### src/rtl/ifetch_ctrl.sv
// Instruction fetch controller: IDLE/WAIT/LOAD handshake with redirect support.
// Optional fetch timeout and ERR state enabled by defining IFETCH_TIMEOUT_EN.
module ifetch_ctrl #(
    parameter logic [31:0] RESET_PC       = 32'h0000_0000,
    parameter int          TIMEOUT_CYCLES = 16
) (
    input  logic        clk,
    input  logic        rst_n,
    input  logic        fetch_req,
    input  logic        redirect,
    input  logic [31:0] redirect_pc,
    output logic        mem_rd,
    output logic [31:0] mem_addr,
    input  logic [31:0] mem_rdata,
    input  logic        mem_ready,
    output logic [31:0] Inst,
    output logic        IRWrite,
    output logic [31:0] PC,
    output logic        busy,
    output logic        fetch_err
);

`ifdef IFETCH_TIMEOUT_EN
    typedef enum logic [1:0] {
        S_IDLE, S_WAIT, S_LOAD, S_ERR
    } state_t;
    localparam int CW = $clog2(TIMEOUT_CYCLES + 1);
    localparam logic [CW-1:0] LIM = CW'(TIMEOUT_CYCLES - 1);
    logic [CW-1:0] r_cnt;
    logic          r_err;
`else
    typedef enum logic [1:0] {
        S_IDLE, S_WAIT, S_LOAD
    } state_t;
`endif

    state_t      r_state;
    logic [31:0] r_pc;
    logic [31:0] r_inst;
    logic        r_irwrite;
    logic        r_mem_rd;
    logic [31:0] r_mem_addr;
    logic        r_pend_vld;
    logic [31:0] r_pend_pc;
    logic [31:0] w_redir_tgt;

    // Low address bits are forced to zero: fetches are word aligned.
    assign w_redir_tgt = redirect_pc & ~32'h3;

    always_ff @(posedge clk or negedge rst_n) begin
        if (!rst_n) begin
            r_state    <= S_IDLE;
            r_pc       <= RESET_PC;
            r_inst     <= 32'h0;
            r_irwrite  <= 1'b0;
            r_mem_rd   <= 1'b0;
            r_mem_addr <= RESET_PC;
            r_pend_vld <= 1'b0;
            r_pend_pc  <= 32'h0;
`ifdef IFETCH_TIMEOUT_EN
            r_cnt      <= '0;
            r_err      <= 1'b0;
`endif
        end else begin
            unique case (r_state)
                S_IDLE: begin
                    if (redirect)
                        r_pc <= w_redir_tgt;
                    if (fetch_req) begin
                        r_mem_rd   <= 1'b1;
                        r_mem_addr <= redirect ? w_redir_tgt : r_pc;
                        r_state    <= S_WAIT;
`ifdef IFETCH_TIMEOUT_EN
                        r_cnt      <= '0;
`endif
                    end
                end
                S_WAIT: begin
                    if (redirect) begin
                        r_pend_vld <= 1'b1;
                        r_pend_pc  <= w_redir_tgt;
                    end
                    if (mem_ready) begin
                        r_inst    <= mem_rdata;
                        r_mem_rd  <= 1'b0;
                        r_irwrite <= 1'b1;
                        r_state   <= S_LOAD;
                    end
`ifdef IFETCH_TIMEOUT_EN
                    else if (r_cnt == LIM) begin
                        r_mem_rd <= 1'b0;
                        r_err    <= 1'b1;
                        r_state  <= S_ERR;
                    end else begin
                        r_cnt <= r_cnt + 1'b1;
                    end
`endif
                end
                S_LOAD: begin
                    r_irwrite  <= 1'b0;
                    r_pend_vld <= 1'b0;
                    r_state    <= S_IDLE;
                    // A same-cycle redirect beats an older pending one.
                    if (redirect)
                        r_pc <= w_redir_tgt;
                    else if (r_pend_vld)
                        r_pc <= r_pend_pc;
                    else
                        r_pc <= r_pc + 32'd4;
                end
`ifdef IFETCH_TIMEOUT_EN
                S_ERR: begin
                    r_state <= S_ERR;
                end
`endif
                default: begin
                    r_state <= S_IDLE;
                end
            endcase
        end
    end

    assign mem_rd   = r_mem_rd;
    assign mem_addr = r_mem_addr;
    assign Inst     = r_inst;
    assign IRWrite  = r_irwrite;
    assign PC       = r_pc;
    assign busy     = (r_state != S_IDLE);
`ifdef IFETCH_TIMEOUT_EN
    assign fetch_err = r_err;
`else
    assign fetch_err = 1'b0;
`endif

endmodule

### config.mk
export PLATFORM = sky130hd
export DESIGN_NAME = ifetch_ctrl
export DESIGN_NICKNAME = d
export VERILOG_FILES = /design/src/rtl/ifetch_ctrl.sv
export SDC_FILE = /design/constraint.sdc
export NUM_CORES = 1
export LEC_CHECK = 0
export ABC_AREA = 1
export CAP_MARGIN = 25
export CORE_ASPECT_RATIO = 0.5
export CORE_UTILIZATION = 46
export CTS_BUF_LIST = sky130_fd_sc_hd__clkbuf_8
export DETAILED_ROUTE_END_ITERATION = 8
export PLACE_DENSITY = 0.88
export SLEW_MARGIN = 20
export SYNTH_ARGS = -nofsm -noshare
export SYNTH_HDL_FRONTEND = slang
export SYNTH_SLANG_ARGS = --single-unit
### constraint.sdc
create_clock -name clk -period 1.5 [get_ports clk]
set_input_delay 0.3 -clock clk [delete_from_list [all_inputs] [get_ports clk]]
set_output_delay 0.3 -clock clk [all_outputs]
set_load 0.01 [all_outputs]
==> results.txt <==
The share of Yosys cell area claimed by the top area cell type was 0.480. The gate count of the mapped netlist is 911, and the worst setup skew after layout is 0.0158 ns. Summed over all nets, the half-perimeter wirelength after detailed placement is 15.6 mm. The yosys synthesis warning count was 0. The clock buffer count from CTS was 17; the routability congestion estimate from global placement was 0.949.

The fraction of the mapped netlist area in simple logic gates works out to 0.335. The net count of the finished layout is 1238. For this block, the via count after detailed routing is 7570. The detailed router finished its first iteration with 877 violations. In the post-synthesis netlist, the biggest area contributors are sky130_fd_sc_hd__dfrtp_1 48%, sky130_fd_sc_hd__nand2_1 24%, sky130_fd_sc_hd__nor2_1 4.5%. Number of rows in the core area: 31. Of all nets on the critical path, the largest fanout is 6. Register area share after synthesis: 0.480. The number of nets handed over by synthesis was 981. The final-layout setup total negative slack was -4.70 ns; the average cell area after synthesis was 7.49 µm². The region available for standard cell placement spans 14500 µm². The die is 174 µm wide. Setup repair after global routing could not meet its margin everywhere. The smallest clock period supported by the final layout is computed as 1.78 ns. The logs give 0 for the hold violation count in the final report and 4 for the total number of H-tree levels. The via count of the first global-routing pass was 7274; the adder-cell share of the synthesized area was 0.00183. The run gives 0 as the number of antenna violations at the first check in global routing.

For this design the ratio of total power to cell area is 1930 nW/µm². The synthesized-area fraction occupied by xor and xnor cells works out to 0.00770. Critical path start-end classification: flop to flop. After detailed routing, the number of remaining DRC violations is 0. The distinct cell type count after synthesis is 32. The biggest area contributor in the post-synthesis netlist is sky130_fd_sc_hd__dfrtp_1. The fraction of final layout cells with drive strength greater than 1 is 0.233.

STA classifies the critical path startpoint as a flop. The layout has 1065 filler cells. The final reports fail on setup timing.

The total count of max-transition violations in the final report is 0. The total of max-cap violations is 0. The analysis attributes to cell leakage a power of 5.16 nW.

The first global-routing pass estimated 36.5 mm of wire. The compound-gate portion of the synthesized area was 0.0808. Among all cell types in the netlist, the one instantiated most often is sky130_fd_sc_hd__nand2_1.

CTS placed an instance of sky130_fd_sc_hd__clkbuf_8 at the clock tree root. Number of enable-type register cells in the synthesized netlist: 0. Static timing analysis puts the maximum clock frequency at 561 MHz. The post-route antenna net violation count is 0, and the ratio of final minimum period to clock period is 1.19.

Setup violations remaining at the end of the flow were counted as 52. The required time of the critical path is 1.82 ns, and the total global routing track utilization is 0.307. After detailed routing, the average wire length per cell comes to 17.3 µm. Maximum vdd drop: 0.000922 V. During I/O placement, the number of pins put on the boundary was 169.

The final layout contains routed wiring with a total length of 23.9 mm. The synthesized cell area is 6830 µm². The insertion delay of the later-clocked pin in the worst-skew pair is 0.45 ns, and the clock sink count is 131. In the routed layout, each cell is associated on average with a via count of 5.49.

TritonCTS built the clock tree. Entering global routing, the biggest net connects 44 pins. From bottom edge to top edge, the die measures 88.1 µm. The number of antenna diodes was 0.

The largest family of logic cells by synthesized area was simple AND/OR/NAND/NOR gates. The maximum root-to-sink buffer count was 2. The flow ran to the end, but the final reports show violations.

The total die area came out at 15400 µm². The setup slack of the most critical reg-to-reg path came out at -0.28 ns. The top flip-flop cell by instance count after synthesis was sky130_fd_sc_hd__dfrtp_1. Global routing finished with a remaining overflow of 0. The mux share of post-synthesis cell area works out to 0.0396. STA classifies the critical path endpoint as a flop. The path class of the tightest hold or removal check is input pin to async pin. In this run the worst setup path begins at PC[8]$_DFFE_PN0P_.

Share of synthesized flip-flops with an asynchronous set or reset: 1.00. The startpoint of the worst register-to-register path was PC[8]$_DFFE_PN0P_. Measured in cells, the most critical reg-to-reg path has a length of 12. The post-synthesis register bit count is 131, and the number of buffers added on ports is 165. Data arrives at the worst endpoint at 2.10 ns. The worst-case setup margin in the final layout is -0.283 ns. The tools report the initial core utilization as 0.472. The share of the core filled with cells in the final layout was 0.710; the clock transition at the register clock pins on the worst setup and hold paths after CTS was 0.09 ns. Relative to the synthesized area, the layout overhead comes to 50.4%. The worst register-to-register path ends at PC[29]$_DFFE_PN0P_. The first detailed-routing pass ran for 7 iterations.

By count the netlist is led by 430 x sky130_fd_sc_hd__nand2_1, 131 x sky130_fd_sc_hd__dfrtp_1, 81 x sky130_fd_sc_hd__nor2_1.
==> final cells by class <==
type | count | area [µm²] | area share
clock buffer | 19 | 262 | 0.0255
clock inverter | 13 | 183 | 0.0178
inverter | 41 | 178 | 0.0173
multi-input combinational | 696 | 3470 | 0.338
sequential | 131 | 3290 | 0.320
tap | 198 | 248 | 0.0241
timing repair buffer | 281 | 2640 | 0.258
==> cell usage in the layout (no fill, tap or decap), types with 5 or more instances in the layout <==
master / instances
sky130_fd_sc_hd__clkdlybuf4s50_1: 64
sky130_fd_sc_hd__nand3_1: 33
sky130_fd_sc_hd__buf_6: 32
sky130_fd_sc_hd__nor2_1: 65
sky130_fd_sc_hd__o21ai_1: 18
sky130_fd_sc_hd__dfrtp_1: 125
sky130_fd_sc_hd__buf_12: 13
sky130_fd_sc_hd__buf_2: 11
sky130_fd_sc_hd__o21ai_2: 5
sky130_fd_sc_hd__dfrtp_2: 6
sky130_fd_sc_hd__mux2_2: 20
sky130_fd_sc_hd__nor2_2: 10
sky130_fd_sc_hd__clkbuf_8: 19
sky130_fd_sc_hd__nor2_4: 17
sky130_fd_sc_hd__nand2_1: 407
sky130_fd_sc_hd__nand2_2: 21
sky130_fd_sc_hd__inv_1: 33
sky130_fd_sc_hd__o21ai_0: 40
sky130_fd_sc_hd__nand2_4: 6
sky130_fd_sc_hd__a22oi_1: 27
sky130_fd_sc_hd__dlygate4sd2_1: 73
sky130_fd_sc_hd__buf_4: 81
==> per-layer routing <==
layer  vias to the layer above  share of wire  GRT usage
li1                       3400              -          -
met2                       504           0.47      0.511
met4                         0          0.033      0.118
met3                        79           0.11     0.0838
met1                      3587           0.38      0.386
met5                         -              0          0
==> through the flow <==
stage	cells	setup slack (ns)	power, mW	cell area, µm²	hold WS, ns
after floorplan	911	0.000624	10.7	6830	0.00441
after global placement	1302	-0.109	15.3	9210	0.205
after detailed placement	1302	-0.180	15.7	9210	0.209
after CTS	1366	-0.224	19.2	10000	0.301
after global routing	1379	-0.354	21.0	10300	0.326
final	1379	-0.283	19.8	10300	0.306
==> state kept, by name, indices dropped and copies added (netlist names) <==
| signal | flops |
|---|---|
| Inst | 32 |
| mem_addr | 32 |
| PC | 32 |
| r_state | 2 |
| IRWrite | 1 |
| r_pend_vld | 1 |
| r_pend_pc | 30 |
| mem_rd | 1 |
==> cells by family (layout without fill, tap and decap cells) <==
family,after synthesis,count (layout)
adders and majority gates,1,1
AOI/OAI and AO/OA,95,95
and+or+nand+nor,569,569
buffers and inverters,84,354
DFF,131,131
muxes,24,24
other,1,1
xor gates and xnor gates,6,6
==> worst max-delay path, cell delays in order, from the launching register on <==
cell,delay (ns)
sky130_fd_sc_hd__dfrtp_1,0.40
sky130_fd_sc_hd__buf_6,0.14
sky130_fd_sc_hd__nand2_1,0.12
sky130_fd_sc_hd__nor2_4,0.23
sky130_fd_sc_hd__nand2_8,0.11
sky130_fd_sc_hd__nor2_4,0.19
sky130_fd_sc_hd__nand2_1,0.08
sky130_fd_sc_hd__nand2_1,0.09
sky130_fd_sc_hd__nand3_1,0.08
sky130_fd_sc_hd__nand2_1,0.07
sky130_fd_sc_hd__nand2_1,0.04
sky130_fd_sc_hd__nand2_1,0.05
sky130_fd_sc_hd__nand2_1,0.05
==> how the worst max path moves through the flow <==
stage                               endpoint  slack, ns  depth (start not counted)
after floorplan           PC[26]$_DFFE_PN0P_     0.0006                         12
after global placement    PC[26]$_DFFE_PN0P_      -0.11                         12
after detailed placement  PC[19]$_DFFE_PN0P_      -0.18                         12
after CTS                               busy      -0.22                          4
after global routing      PC[27]$_DFFE_PN0P_      -0.35                         12
final                     PC[29]$_DFFE_PN0P_      -0.28                         12
==> where the power goes <==
group	internal, mW	total [mW]	leakage [nW]	switching, mW
Combinational	4.64	10.1	3.33	5.48
Sequential	5.24	6.29	1.62	1.05
Clock	1.90	3.41	0.219	1.52
==> what timing repair did <==
item | in CTS | in global routing
hold buffers | 1 | 0
setup endpoints to repair | 126 | 84
setup buffers | 35 | 19
cloned | 0 | 1
hold endpoints to repair | 26 | 0
gates resized for setup | 238 | 67
pin swaps | 31 | 38
No activity file was read; power rests on OpenSTA's default activity.
